## config.mk

```make
export PLATFORM = sky130hd
export DESIGN_NAME = exc_ctrl
export DESIGN_NICKNAME = d
export VERILOG_FILES = /design/src/rtl/exc_ctrl_pkg.sv /design/src/rtl/exc_ctrl_timer.sv /design/src/rtl/exc_ctrl.sv
export SDC_FILE = /design/constraint.sdc
export NUM_CORES = 1
export LEC_CHECK = 0
export BUFFER_PORTS_ARGS = -buffer_cell sky130_fd_sc_hd__buf_2
export CAP_MARGIN = 10
export CORE_AREA = 2 2 141 143
export DETAILED_ROUTE_END_ITERATION = 16
export DIE_AREA = 0 0 143 145
export HOLD_SLACK_MARGIN = 0.15
export PLACE_DENSITY_LB_ADDON = 0.2
export SKIP_LAST_GASP = 1
export SLEW_MARGIN = 20
export SYNTH_ARGS = -nofsm -noshare
export SYNTH_HDL_FRONTEND = slang
export SYNTH_SLANG_ARGS = --single-unit
```

## constraint.sdc

```tcl
create_clock -name clk -period 3.25 [get_ports clk]
set_input_delay 0.1625 -clock clk [delete_from_list [all_inputs] [get_ports clk]]
set_output_delay 0.1625 -clock clk [all_outputs]
set_load 0.02 [all_outputs]
```

## src/rtl/exc_ctrl_pkg.sv

```systemverilog
// Shared definitions for the MEM-stage exception controller: cause codes,
// mem_exc flag positions, the exception record payload and FSM encoding.
package exc_ctrl_pkg;

  localparam int unsigned DATA_W      = 32;
  localparam int unsigned EXC_FLAGS_W = 8;
  localparam int unsigned EXC_CODE_W  = 5;
  localparam int unsigned HW_IRQ_W    = 6;

  localparam logic [DATA_W-1:0] EXC_VECTOR_DEFAULT = 32'hBFC0_0380;

  // mem_exc bit positions
  localparam int unsigned EXC_ADEL_IF = 0;
  localparam int unsigned EXC_RI      = 1;
  localparam int unsigned EXC_OV      = 2;
  localparam int unsigned EXC_SYS     = 3;
  localparam int unsigned EXC_BP      = 4;
  localparam int unsigned EXC_ADEL_LD = 5;
  localparam int unsigned EXC_ADES    = 6;
  localparam int unsigned EXC_ERET    = 7;

  // Cause.ExcCode values
  localparam logic [EXC_CODE_W-1:0] CODE_INT  = 5'h00;
  localparam logic [EXC_CODE_W-1:0] CODE_ADEL = 5'h04;
  localparam logic [EXC_CODE_W-1:0] CODE_ADES = 5'h05;
  localparam logic [EXC_CODE_W-1:0] CODE_SYS  = 5'h08;
  localparam logic [EXC_CODE_W-1:0] CODE_BP   = 5'h09;
  localparam logic [EXC_CODE_W-1:0] CODE_RI   = 5'h0A;
  localparam logic [EXC_CODE_W-1:0] CODE_OV   = 5'h0C;

  typedef enum logic {
    ST_IDLE  = 1'b0,
    ST_FLUSH = 1'b1
  } exc_state_t;

  typedef struct packed {
    logic                  flush;
    logic                  redirect_valid;
    logic [DATA_W-1:0]     redirect_pc;
    logic                  exc_we;
    logic [EXC_CODE_W-1:0] exc_code;
    logic [DATA_W-1:0]     epc;
    logic                  bd;
    logic                  badvaddr_we;
    logic [DATA_W-1:0]     badvaddr;
    logic                  eret;
  } exc_rec_t;

endpackage

```

## src/rtl/exc_ctrl_timer.sv

```systemverilog
// CP0 Count/Compare timer: Count advances every second cycle and raises
// timer_irq on a Count==Compare match until Compare is rewritten.
module cp0_timer
  import exc_ctrl_pkg::*;
(
  input  logic              clk,
  input  logic              rst,
  input  logic              count_we,
  input  logic              compare_we,
  input  logic [DATA_W-1:0] wdata,
  output logic [DATA_W-1:0] count,
  output logic              timer_irq
);

  logic [DATA_W-1:0] compare_q;
  logic              toggle_q;

  always_ff @(posedge clk) begin
    if (!rst) begin
      count     <= '0;
      compare_q <= '0;
      toggle_q  <= 1'b0;
      timer_irq <= 1'b0;
    end else begin
      // A software write of Count wins over the half-rate increment
      if (count_we) begin
        count    <= wdata;
        toggle_q <= 1'b0;
      end else begin
        toggle_q <= ~toggle_q;
        if (toggle_q) count <= count + 32'd1;
      end
      if (compare_we) compare_q <= wdata;
      if (compare_we)              timer_irq <= 1'b0;
      else if (count == compare_q) timer_irq <= 1'b1;
    end
  end

endmodule

```

## src/rtl/exc_ctrl.sv

```systemverilog
// MEM-stage exception/interrupt controller with registered flush/redirect and
// CP0 record outputs. Define EXC_CTRL_TIMER_EN to include the Count/Compare timer.
module exc_ctrl
  import exc_ctrl_pkg::*;
#(
  parameter logic [DATA_W-1:0] EXC_VECTOR    = EXC_VECTOR_DEFAULT,
  parameter int unsigned       TIMER_IRQ_BIT = 5
) (
  input  logic                   clk,
  input  logic                   rst,
  input  logic                   mem_valid,
  input  logic [EXC_FLAGS_W-1:0] mem_exc,
  input  logic [DATA_W-1:0]      mem_pc,
  input  logic                   mem_in_delay_slot,
  input  logic [DATA_W-1:0]      mem_badvaddr,
  input  logic [DATA_W-1:0]      cp0_status,
  input  logic [DATA_W-1:0]      cp0_cause,
  input  logic [DATA_W-1:0]      cp0_epc,
  input  logic [HW_IRQ_W-1:0]    int_in,
  input  logic                   cp0_count_we,
  input  logic                   cp0_compare_we,
  input  logic [DATA_W-1:0]      cp0_wdata,
  output logic                   flush,
  output logic                   redirect_valid,
  output logic [DATA_W-1:0]      redirect_pc,
  output logic                   cp0_exc_we,
  output logic [EXC_CODE_W-1:0]  cp0_exc_code,
  output logic [DATA_W-1:0]      cp0_epc_out,
  output logic                   cp0_bd,
  output logic                   cp0_badvaddr_we,
  output logic [DATA_W-1:0]      cp0_badvaddr,
  output logic                   cp0_eret,
  output logic [HW_IRQ_W-1:0]    cp0_ip_hw,
  output logic [DATA_W-1:0]      count_out
);

  exc_state_t          state_q, state_d;
  exc_rec_t            rec_q, rec_d;
  logic [HW_IRQ_W-1:0] ip_sync1_q, ip_sync2_q;
  logic                timer_irq;
  logic [7:0]          int_pending;
  logic                int_taken;
  logic [DATA_W-1:0]   epc_val;
  logic                unused_cp0_bits;

`ifdef EXC_CTRL_TIMER_EN
  cp0_timer u_timer (
    .clk        (clk),
    .rst        (rst),
    .count_we   (cp0_count_we),
    .compare_we (cp0_compare_we),
    .wdata      (cp0_wdata),
    .count      (count_out),
    .timer_irq  (timer_irq)
  );
`else
  logic unused_timer_in;
  assign count_out       = '0;
  assign timer_irq       = 1'b0;
  assign unused_timer_in = ^{cp0_count_we, cp0_compare_we, cp0_wdata};
`endif

  assign unused_cp0_bits = ^{cp0_status[31:16], cp0_status[7:2],
                             cp0_cause[31:10], cp0_cause[7:0]};

  // Pending IP[7:0] masked by Status.IM; gated by IE and EXL
  assign cp0_ip_hw   = ip_sync2_q | (HW_IRQ_W'(timer_irq) << TIMER_IRQ_BIT);
  assign int_pending = {cp0_ip_hw, cp0_cause[9:8]} & cp0_status[15:8];
  assign int_taken   = mem_valid & cp0_status[0] & ~cp0_status[1] & (|int_pending);
  assign epc_val     = mem_in_delay_slot ? (mem_pc - 32'd4) : mem_pc;

  // State, synchronizer and exception record registers
  always_ff @(posedge clk) begin
    if (!rst) begin
      state_q    <= ST_IDLE;
      rec_q      <= '0;
      ip_sync1_q <= '0;
      ip_sync2_q <= '0;
    end else begin
      state_q    <= state_d;
      rec_q      <= rec_d;
      ip_sync1_q <= int_in;
      ip_sync2_q <= ip_sync1_q;
    end
  end

  // Next state and next exception record; the killed instruction is ignored in FLUSH
  always_comb begin
    state_d = state_q;
    rec_d   = '0;
    case (state_q)
      ST_IDLE: begin
        if (mem_valid && (int_taken || (|mem_exc))) begin
          state_d              = ST_FLUSH;
          rec_d.flush          = 1'b1;
          rec_d.redirect_valid = 1'b1;
          rec_d.redirect_pc    = EXC_VECTOR;
          rec_d.exc_we         = 1'b1;
          rec_d.epc            = epc_val;
          rec_d.bd             = mem_in_delay_slot;
          if (int_taken) begin
            rec_d.exc_code = CODE_INT;
          end else if (mem_exc[EXC_ADEL_IF]) begin
            rec_d.exc_code    = CODE_ADEL;
            rec_d.badvaddr_we = 1'b1;
            rec_d.badvaddr    = mem_pc;
          end else if (mem_exc[EXC_RI]) begin
            rec_d.exc_code = CODE_RI;
          end else if (mem_exc[EXC_OV]) begin
            rec_d.exc_code = CODE_OV;
          end else if (mem_exc[EXC_SYS]) begin
            rec_d.exc_code = CODE_SYS;
          end else if (mem_exc[EXC_BP]) begin
            rec_d.exc_code = CODE_BP;
          end else if (mem_exc[EXC_ADEL_LD]) begin
            rec_d.exc_code    = CODE_ADEL;
            rec_d.badvaddr_we = 1'b1;
            rec_d.badvaddr    = mem_badvaddr;
          end else if (mem_exc[EXC_ADES]) begin
            rec_d.exc_code    = CODE_ADES;
            rec_d.badvaddr_we = 1'b1;
            rec_d.badvaddr    = mem_badvaddr;
          end else if (mem_exc[EXC_ERET]) begin
            rec_d.exc_we      = 1'b0;
            rec_d.epc         = '0;
            rec_d.bd          = 1'b0;
            rec_d.eret        = 1'b1;
            rec_d.redirect_pc = cp0_epc;
          end
        end
      end
      ST_FLUSH: state_d = ST_IDLE;
      default:  state_d = ST_IDLE;
    endcase
  end

  assign flush           = rec_q.flush;
  assign redirect_valid  = rec_q.redirect_valid;
  assign redirect_pc     = rec_q.redirect_pc;
  assign cp0_exc_we      = rec_q.exc_we;
  assign cp0_exc_code    = rec_q.exc_code;
  assign cp0_epc_out     = rec_q.epc;
  assign cp0_bd          = rec_q.bd;
  assign cp0_badvaddr_we = rec_q.badvaddr_we;
  assign cp0_badvaddr    = rec_q.badvaddr;
  assign cp0_eret        = rec_q.eret;

endmodule

```

==> reports/metrics.yaml <==
post_cts_buffers: 0
grt_use_total: 0.142
worst_clock_skew_ns: 0.00899
powerDensity_nw_per_um2: 488
outcome: "finished, final reports clean"
stdcell_area_um2: 7870
synth_area_leaders: "dfxtp_1, nor2_1, buf_4"
yosysWarningCount: 0
finalCritPeriodShare: 0.832
nets: 1063
placed_area_um2: 5660
initial_core_util: 0.226
ant_nets: 0
routed_wl_um: 14700
synth-edff-count: 0
ys_ff_latch: 117
clock_sinks: 117
synth_cell_types: 38
drt_iter0_drc: 200
final_util: 0.410
antenna_cells: 0
worst_skew_pair.late_latency_ns: 0.41
grt_overflow: 0
mostFrequentLayoutCell: "buf_2"
fp.coreArea_um2: 19200
async_flop_share: 0
yosysSeqAreaShare: 0.539
final.setup.tns_ns: 0
antenna_found_initial: 0
h-tree-depth: 4
syn_avg_cell_area_um2: 9.66
setup_ws_ns: 0.546
first_global_vias: 4536
post-route-min-period_ns: 2.70
wl_per_cell_um: 13.0
hold_viol_final: 0
clkSlewWorstSetupHoldPaths_ns: 0.05
via_per_inst: 4.00
syn_to_final_growth_pct: 81.0
die_y_um: 145
setup_viol: 0
slew_violations: 0
die_w_um: 143
hold_path.class: "input pin to register"
tritoncts: "yes"
power.total_mw: 3.84
criticalPathCategory: "input pin to register"
required_ns: 3.60
drcViolationCount: 0
grt_pass1_wl_um: 22800
gp_congestion: 0.756
final_cell_mix: "buf_2, dlygate4sd3_1, dfxtp_1"
yosys.area.top_type: "dfxtp_1"
end_kind: "register"
cts_buffer_depth: 2
hold_buffers: 163
critPathMaxFanout: 32
synth_ff_type: "dfxtp_1"
syn_area_um2: 4350
pre_cts_ws_ns: 0.978
p_leak_nw: 3.62
maxCapViolCount: 0
rows: 51
grt_max_degree: 37
cp-start-kind: "input pin"
drive_gt1_frac: 0.332
portBuffers: 237
max_freq_mhz: 370
arrival_ns: 3.05
syn_inst: 450
vias: 4506
dr.pass1.iters: 4
synth_top_area_share: 0.539
cts-root-buf: "clkbuf_16"
cts_buffers: 17
tightest_slew_ns: 0.965
grt_setup_unrepaired: "false"
dp_hpwl_um: 9650
relSlewSlack: 0.352
ir_drop_mv: 0.328
cts_resized: 0
dieArea_um2: 20700
io_pins: 357
-- routing by layer --
metal	share of wire	up-vias	global-route usage	wire length (um)
met5	0	-	0	0
met4	0.027	0	0.0653	394
met2	0.49	181	0.239	7130
li1	-	2235	-	-
met1	0.43	2061	0.164	6300
met3	0.057	29	0.0396	839
-- kinds of logic (layout without fill, tap and decap cells) --
group | Yosys count | in the layout | share of synthesized area
AND/OR/NAND/NOR | 179 | 179 | 0.210
other | 1 | 33 | 0.000863
AO/OA/AOI/OAI | 57 | 57 | 0.0927
XOR/XNOR | 28 | 28 | 0.0564
buffers and inverters | 67 | 447 | 0.0979
flip-flops | 117 | 117 | 0.539
adder cells (fa/ha/maj) | 1 | 1 | 0.00288
-- worst max-delay path, stage by stage --
cell,delay [ns]
dlygate4sd3_1,0.55
buf_2,0.15
or4_4,0.57
nor2_4,0.73
a22oi_1,0.17
dlygate4sd3_1,0.63
nor2_1,0.08
-- metrics by stage --
stage / hold slack, ns / cells
after floorplan: 0.257 / 482
after global routing: 0.232 / 1127
final: 0.219 / 1127
after global placement: 0.361 / 933
after CTS: 0.199 / 1127
after detailed placement: 0.366 / 933
-- state kept, by name, summed over array words and instances, names as in the netlist --
name / cells
cp0_badvaddr_we: 1
cp0_badvaddr: 32
redirect_pc: 32
state_q: 1
cp0_ip_hw: 6
cp0_epc_out: 32
cp0_eret: 1
cp0_bd: 1
cp0_exc_code: 4
cp0_exc_we: 1
ip_sync1_q: 6
-- path summary, 6_finish.rpt --
path	to	slack, ns	startpoint	cells past startpoint
max	cp0_badvaddr[26]	0.55	mem_exc[2]	7
min	state_q	0.22	mem_exc[7]	3
max reg2reg	cp0_exc_code[0]	0.81	cp0_ip_hw[4]	6
min reg2reg	cp0_ip_hw[4]	0.43	ip_sync1_q[4]	1
-- Yosys cell counts, types with 2 or more instances --
library cell	instances
nand4_1	5
nor3_1	10
o21bai_1	2
clkbuf_1	13
nor4_1	7
a21oi_1	16
xnor2_1	13
or2_2	5
xor2_1	15
a22oi_1	34
dfxtp_1	117
inv_1	9
nand4b_1	2
buf_4	37
buf_6	4
or4_1	3
and2_1	33
buf_2	4
nand3_1	3
or4_4	2
nand2_1	19
nor2_1	79
or3_1	3
-- where the power goes --
group	switching (mW)	total [mW]	internal [mW]
Clock	0.647	1.83	1.18
Sequential	0.0112	1.49	1.48
Combinational	0.257	0.520	0.263
Total	0.915	3.84	2.92
-- area by class of cell --
cell class / instances / area (um^2)
Clock buffer: 22 / 474
Inverter: 9 / 33.8
Tap cell: 265 / 332
Clock inverter: 9 / 103
Sequential cell: 117 / 2340
Fill cell: 1860 / 11300
Multi-Input combinational cell: 298 / 1710
Timing Repair Buffer: 407 / 2870
No activity file was read; power rests on OpenSTA's default activity.
